File: src/rtl/mem_pkg.sv
// Shared types and constants for the data-memory responder.
// Latency: n/a (declarations only).
// Backpressure: n/a.
package mem_pkg;

    localparam int DEF_LATENCY = 2;
    localparam int DEF_DEPTH   = 64;
    localparam int BYTE_W      = 8;
    localparam int WORD_W      = 32;

    typedef enum logic [1:0] {
        IDLE = 2'd0,
        WAIT = 2'd1,
        RESP = 2'd2
    } state_t;

    // Request snapshot taken at acceptance; held until the response cycle.
    typedef struct packed {
        logic              wr;
        logic              rd;
        logic              byte_acc;
        logic [WORD_W-1:0] addr;
        logic [WORD_W-1:0] wdata;
    } req_t;

endpackage

File: src/rtl/byte_lane_mux.sv
// Byte-lane steering: zero-extended lane extraction for loads, lane merge for stores.
// Latency: purely combinational.
// Backpressure: none; follows its inputs.
module byte_lane_mux
    import mem_pkg::*;
(
    input  logic [WORD_W-1:0] mem_word,
    input  logic [1:0]        lane,
    input  logic              byte_acc,
    input  logic [WORD_W-1:0] wdata,
    output logic [WORD_W-1:0] rd_word,
    output logic [WORD_W-1:0] wr_word
);

    logic [BYTE_W-1:0] rd_byte;

    // Load path: pick the little-endian lane and zero-extend on byte accesses.
    always_comb begin
        rd_byte = mem_word[{lane, 3'b000} +: BYTE_W];
        rd_word = byte_acc ? {{(WORD_W-BYTE_W){1'b0}}, rd_byte} : mem_word;
    end

    // Store path: byte stores replace only the addressed lane of the current word.
    always_comb begin
        wr_word = wdata;
        if (byte_acc) begin
            wr_word = mem_word;
            wr_word[{lane, 3'b000} +: BYTE_W] = wdata[BYTE_W-1:0];
        end
    end

endmodule

File: src/rtl/dmem_responder.sv
// Data-memory responder: single outstanding load/store against a local word array.
// Latency: StallM high LATENCY+1 cycles from acceptance, response in the following cycle.
// Backpressure: StallM holds the requester; a request still present in RESP is not re-accepted.
module dmem_responder
    import mem_pkg::*;
#(
    parameter int LATENCY = DEF_LATENCY,
    parameter int DEPTH   = DEF_DEPTH
) (
    input  logic              clk,
    input  logic              reset,
    input  logic              MemWriteM,
    input  logic              MemReadM,
    input  logic              BEDmemM,
    input  logic [WORD_W-1:0] AddrM,
    input  logic [WORD_W-1:0] WriteDataM,
    output logic [WORD_W-1:0] ReadDataM,
    output logic              StallM,
    output logic              ValidM,
    output logic              ErrM
);

    localparam int IW = $clog2(DEPTH);
    localparam int AW = IW + 2;

    state_t            state_q, state_d;
    logic [3:0]        cnt_q, cnt_d;
    req_t              req_q;
    logic [WORD_W-1:0] rdata_q;
    logic [WORD_W-1:0] mem [DEPTH];

    logic              accept;
    logic              enter_resp;
    logic              stall;
    logic              commit;
    logic              load;
    logic [IW-1:0]     idx;
    logic              oor;
    logic [WORD_W-1:0] rd_word;
    logic [WORD_W-1:0] wr_word;

    // Any address bit above the word index makes the access out of range; the
    // second term only matters for non-power-of-two depths.
    assign idx = req_q.addr[AW-1:2];
    assign oor = ((req_q.addr >> AW) != '0) || ({1'b0, idx} >= (IW+1)'(DEPTH));

    byte_lane_mux u_lane (
        .mem_word (mem[idx]),
        .lane     (req_q.addr[1:0]),
        .byte_acc (req_q.byte_acc),
        .wdata    (req_q.wdata),
        .rd_word  (rd_word),
        .wr_word  (wr_word)
    );

    // Next-state, counter and stall decode.
    always_comb begin
        state_d    = state_q;
        cnt_d      = cnt_q;
        stall      = 1'b0;
        accept     = 1'b0;
        enter_resp = 1'b0;
        case (state_q)
            IDLE: begin
                if (MemWriteM || MemReadM) begin
                    accept  = 1'b1;
                    stall   = 1'b1;
                    cnt_d   = 4'(LATENCY);
                    state_d = WAIT;
                end
            end
            WAIT: begin
                stall = 1'b1;
                cnt_d = (cnt_q != 4'd0) ? cnt_q - 4'd1 : 4'd0;
                // <= rather than == so a zero count can never strand the FSM.
                if (cnt_q <= 4'd1) begin
                    enter_resp = 1'b1;
                    state_d    = RESP;
                end
            end
            RESP: begin
                state_d = IDLE;
            end
            default: begin
                state_d = IDLE;
            end
        endcase
    end

    // Writes win when both request lines are high; reads see pre-commit contents.
    assign commit = enter_resp && req_q.wr && !oor;
    assign load   = enter_resp && req_q.rd && !req_q.wr;

    // State, counter and request capture; reset aborts any in-flight request.
    always_ff @(posedge clk or negedge reset) begin
        if (!reset) begin
            state_q <= IDLE;
            cnt_q   <= 4'd0;
            req_q   <= '0;
        end else begin
            state_q <= state_d;
            cnt_q   <= cnt_d;
            if (accept) begin
                req_q <= '{wr:       MemWriteM,
                           rd:       MemReadM,
                           byte_acc: BEDmemM,
                           addr:     AddrM,
                           wdata:    WriteDataM};
            end
        end
    end

    // Load data register: updated only on the edge entering RESP, otherwise holds.
    always_ff @(posedge clk or negedge reset) begin
        if (!reset) begin
            rdata_q <= '0;
        end else if (load) begin
            rdata_q <= oor ? '0 : rd_word;
        end
    end

    // Backing storage: no reset, contents survive reset assertion.
    always_ff @(posedge clk) begin
        if (commit) begin
            mem[idx] <= wr_word;
        end
    end

    // Stall is gated by reset so it drops asynchronously with the rest.
    assign StallM    = reset && stall;
    assign ValidM    = (state_q == RESP) && req_q.rd && !req_q.wr;
    assign ErrM      = (state_q == RESP) && oor;
    assign ReadDataM = rdata_q;

endmodule

File: config.mk
export PLATFORM = sky130hd
export DESIGN_NAME = dmem_responder
export DESIGN_NICKNAME = d
export VERILOG_FILES = /design/src/rtl/mem_pkg.sv /design/src/rtl/byte_lane_mux.sv /design/src/rtl/dmem_responder.sv
export SDC_FILE = /design/constraint.sdc
export NUM_CORES = 2
export LEC_CHECK = 0
export CAP_MARGIN = 20
export CORE_ASPECT_RATIO = 2
export CORE_UTILIZATION = 45
export CTS_CLUSTER_DIAMETER = 60
export CTS_CLUSTER_SIZE = 14
export DETAILED_ROUTE_END_ITERATION = 8
export PLACE_DENSITY = 0.61
export SYNTH_ARGS = -nofsm -noshare
export SYNTH_HDL_FRONTEND = slang
export SYNTH_SLANG_ARGS = --single-unit
File: constraint.sdc
create_clock -name clk -period 6.5 [get_ports clk]
set_clock_uncertainty 0.1 [all_clocks]
set_input_delay 0.975 -clock clk [delete_from_list [all_inputs] [get_ports clk]]
set_output_delay 0.975 -clock clk [all_outputs]
set_load 0.01 [all_outputs]
======== Yosys cells after proc, flatten, opt, wreduce, memory -nomap -nowiden ========
Memory sizes are Yosys's and may differ from the RTL's.
Cells that the tools add are included.
word-level totals
  word-level logic and storage cells ...... 53
  memories kept ........................... 1
  RAM bits ................................ 2,048
  output and inout bits ................... 35
  register bits after elaboration ......... 105
  input port bits ......................... 69
cells by class
  shift operators ......................... 3
  muxes and demuxes ....................... 17
  add/subtract/negate cells ............... 2
  eq/ne operators ......................... 4
  reductions and logical operators ........ 17
  $lt $le $gt $ge ......................... 1
memories
  memory  depth  width  rd ports  clocked after Yosys merged registers in  wr ports  line                  text
  mem     64     32     1         0                                        1         dmem_responder.sv:30  logic [WORD_W-1:0] mem [DEPTH];
operator list
  kind                                                                              number
  32-bit 2-to-1 mux                                                                 3
  32-bit bitwise mux                                                                1
  32-bit nonzero test                                                               1
  8-bit by 7-bit variable shift with 32-bit output, first input constant            1
  32-bit by 6-bit indexed part select with 8-bit output                             1
  8-bit by 7-bit indexed part select with 32-bit output                             1
  1-bit logical AND                                                                 8
  4-bit 2-to-1 mux                                                                  2
  4-bit one-hot mux with 2 select lines                                             1
  5-bit negation with 7-bit output                                                  1
  1-bit 2-to-1 mux                                                                  6
  4-bit by 1-bit less-or-equal comparator with 1-bit output, second input constant  1
  2-bit 2-to-1 mux                                                                  2
  2-bit != test, second input constant                                              2
  2-bit one-hot mux with 2 select lines                                             1
  2-bit AND reduction                                                               2
  4-bit nonzero test                                                                1
  4-bit by 1-bit subtractor with 4-bit output, second input constant                1
  2-bit by 1-bit equality test with 1-bit output, second input constant             1
  2-bit equality test, second input constant                                        1
  1-bit logical NOT                                                                 2
  2-bit logical NOT                                                                 1
  1-bit one-hot mux with 2 select lines                                             1
  2-bit nonzero test                                                                1
  1-bit logical OR                                                                  1

======== Longest topological paths before layout ========
  word-level depth ........................ 7
  mapped depth ............................ 14

======== Cells and area by module ========
Synthesis repeated with hierarchy kept, for this count alone.
unflattened totals
  cell total of the unflattened synthesis .. 5,087
  area, all modules ....................... 85,126.6 µm²
by module, submodules not included
  module          instances  area an instance (µm²)  cells an instance  seq. area each (µm²)
  dmem_responder  1          83,916.7                4,901              64,126.5
  byte_lane_mux   1          1,209.9                 186                0.0

======== Worst setup path after synthesis ========
Ideal clock, no wire load.
  kind .................................... register -> register
  from .................................... reg req_q (netlist bit idx[1])
  to ...................................... mem mem[0][0], data pin
  path slack .............................. 1.130 ns
  clock period less this slack ............ 5.370 ns
  arrival time ............................ 4.568 ns
  stages on the path, launching flop included .. 12
  path through ............................ dfrtp_1 -> buf_6 -> nor2b_1 -> buf_2 -> buf_1 -> buf_1 -> a221oi_1 -> o21ai_0 -> a21oi_1 -> nand3_1 -> nor4_1 -> o21ai_0
between the ends
  longest elaborated chain between the ends .. 3
RTL lines
  element                   line                   text
  start: declaration        dmem_responder.sv:28   req_t req_q;
  start signal: assignment  dmem_responder.sv:104  req_q <= '{wr: MemWriteM,
  memory 64 x 32 bit        n/a
  32-bit bitwise mux        byte_lane_mux.sv:28    wr_word[{lane, 3'b000} +: BYTE_W] = wdata[BYTE_W-1:0];
  32-bit 2-to-1 mux         byte_lane_mux.sv:26    if (byte_acc) begin
  via u_lane.wr_word[0]     byte_lane_mux.sv:12    output logic [WORD_W-1:0] wr_word
  end: declaration          dmem_responder.sv:30
The timed path passes the listed nets, and every way through them passes these cells.

======== Worst setup path in the final report ========
  from .................................... reg req_q (netlist bit idx[2])
  to ...................................... mem mem[18][24], data pin
The elaborated chain is that of the path after synthesis.

==> results.md <==
- Drt pass-1 iters: 6
- Clk_lat worst skew: roughly 890 ps
- Max-Cap Viols: 0
- # fillers: 14800
- Post-DP HPWL: 212000 um
- Synth-to-layout area growth: 14.2%
- TritonCTS buffer count: 180
- Final period utilization: a little over nine tenths
- Sequential Area: approximately 64000 sq um
- Synth warn: 0
- GPL Wtd Cong: 1.12
- Final setup fails: 0
- Top Ports: 104
- Wire length per cell: 43.6 um
- Grt total ovfl: 0
- Multi-input gate area: 18900 sq um
- Die height: 612 um
- Arrival time of the worst setup path: roughly 6500 ps
- Top cell type's share of synthesized area: 73.5%
- RR Startpoint: idx[2]$_DFFE_PN0P_
- Asr flop ratio synth: 4.88%
- Antenna Violating Nets Remaining: 0
- CP Launch Type: flop
- Setup ws final: 400 ps
- Worst path required time: ~7000 ps
- Top FF cell, synth: edfxtp_1
- CTS Hold Bufs: 1
- Status: completed
- Min cycle time layout: 6100 ps
- Fmax: around 160 MHz
- Final #Nets: 5130
- Vias in the first global route: 49900
- Total GRT Usage: a little over a third
- Floorplan core area: around 180000 sq um
- CTS sink count: 2153
- Via count: between 50000 and 60000
- Cell Area, Synth: 83700 sq um
- Post-synthesis sequential area ratio: 76.6%
- Post_cts resized: 0
- DRC viols: 0
- Hold WS: 381 ps
- Hold/Removal Path Class: reg -> reg
- HP Start: req_q[58]$_DFFE_PN0P_
- Worst setup EP type: flop
- Critical path's slowest cell: dfrtp_4
- Critical-path cell list: buf_4 -> mux2i_1 -> o2bb2ai_1 -> o21ai_0 -> a21oi_1 -> buf_4 -> or4_1 -> nor4_1 -> buf_4 -> a2bb2oi_1 -> a21oi_4 -> buf_4
- Layout cell share with drive strength beyond 1: 19.5%
- Critical path class: reg -> reg
- Setup TNS: 0 ps
- Die width: 307 um
- RSZ-0062 raised after global routing: false
- Syn Inst Count: 4730
- Largest net degree at the start of global routing: 65
- Post-synth top area cell: edfxtp_1
- Post-Route WL: 331000 um
- Worst slack, placed: ~1000 ps
- Area contributors post-synth: edfxtp_1, mux4_2, dfrtp_1
- Crit path max fanout: 56
- Initial DRC Count: 8310
- Worst slew pin tran: roughly 1500 ps
- Setup bufs post-CTS: 0
- Syn_nets: between 4000 and 5000
- Vias/cell: 6.85
- Syn avg cell area: ~18 sq um
- Initial antenna violation count: 36
- Root Driver: clkbuf_16
- Leak: 0.0308 uW
- Pwr Density: roughly 540 nW/um^2
- Most used cell, CP: buf_4
- First-pass GRT wire length: 444000 um
- Count of state elements after synthesis: 2153
- Count of pins over their slew limit: 0
- Slew headroom: 0.220%
- Hold Fails Final Rpt: 0
- Clk pin slew, worst setup/hold paths: 70 ps
- Number of flops mapped to enable cells by yosys: a little over 2000
- CTS tree: yes
- Slowest stage delay, CP: 980 ps
- Initial Utilization: a little under half
- Worst ir drop on vdd: between 0.0005 and 0.0006 V
- Worst setup path startpoint: idx[2]$_DFFE_PN0P_
- Die ar.: 188000 sq um
- Top post-synthesis cells by count: edfxtp_1, nand2_1, mux2i_1
- Clock Tree Buf Depth: 4
- CTS H-tree depth: 4
- Most numerous cell in the Yosys netlist: edfxtp_1
- FP Rows: 223
- Synth unique cells: 78
- Port bufs: ~100
[power breakdown]
| group | internal [uW] | switching, uW |
|---|---|---|
| sequential | 19300 | 505 |
| combinational | 5550 | 16200 |
| clock | 5070 | 4810 |
[cell families after synthesis]
kind of cell,Yosys count,synth area share [%]
mux,536,8.79
flops,2153,76.6
buf+inv,324,2.06
compound gates,997,8.73
simple gates,715,3.75
fa+ha+maj,5,0.0747
[registers in the layout (all words and copies together), names as in the netlist]
register / cells
ReadDataM: 32
cnt_q: 4
idx: 6
mem: 2048
req_q: 61
state_q: 2
[cell usage in the layout, fill, tap and decap left out, types with 118 or more instances in the layout]
cell	Yosys	routed
a221oi_1	154	153
nor2_1	195	126
clkbuf_16	0	183
edfxtp_1	2048	2048
mux2i_1	235	233
nand2_1	358	358
a22oi_1	167	167
mux2_2	141	141
mux4_2	143	143
a21oi_1	143	118
buf_4	51	279
[worst max-delay path, delay by kind of cell, from the launching register on]
family / cells / cell delay, ps
compound gates: 5 / 1280
buf+inv: 4 / 1120
flops: 1 / 980
mux: 1 / 640
simple gates: 2 / 1310
[layout make-up]
cell class / instances / share of cell area, %
tap: 2475 / 3.24
antenna: 22 / 0.0576
clock inverter: 9 / 0.0825
multi-input combinational: 2253 / 19.8
sequential: 2153 / 67.1
inverter: 12 / 0.0563
clock buffer: 223 / 4.95
timing repair buffer: 456 / 4.75
[routing by layer]
metal | vias to the layer above | share of wire [%] | track usage, %
met4 | 14 | 11 | 30.1
met2 | 4092 | 47 | 55.8
met3 | 1222 | 11 | 9.75
met5 | - | 0.028 | 0
li1 | 19800 | - | -
met1 | 27000 | 32 | 39.9
[final timing paths]
| check | slack [ps] | cells after the start | to |
|---|---|---|---|
| max reg2reg | 400 | 12 | mem[18][24]$_DFFE_PP_ |
| min | 380 | 2 | req_q[58]$_DFFE_PN0P_ |
| min in group asynchronous | 510 | 2 | req_q[64]$_DFFE_PN0P_ |
| max | 400 | 12 | mem[18][24]$_DFFE_PP_ |
| min reg2reg | 380 | 2 | req_q[58]$_DFFE_PN0P_ |
| max in group asynchronous | 4620 | 3 | req_q[29]$_DFFE_PN0P_ |
[through the flow]
| step | utilization (%) | area (sq um) | total power (uW) | std cells |
|---|---|---|---|---|
| floorplan | - | 83700 | 29400 | 4730 |
| global placement | 49.0 | 90500 | 40100 | 7331 |
| detailed placement | 49.0 | 90500 | 40300 | 7334 |
| CTS | 51.6 | 95300 | 50000 | 7567 |
| global route | 51.7 | 95500 | 51700 | 7584 |
| finish | 51.8 | 95600 | 51400 | 7603 |
Power figures use the tool's default switching activity.
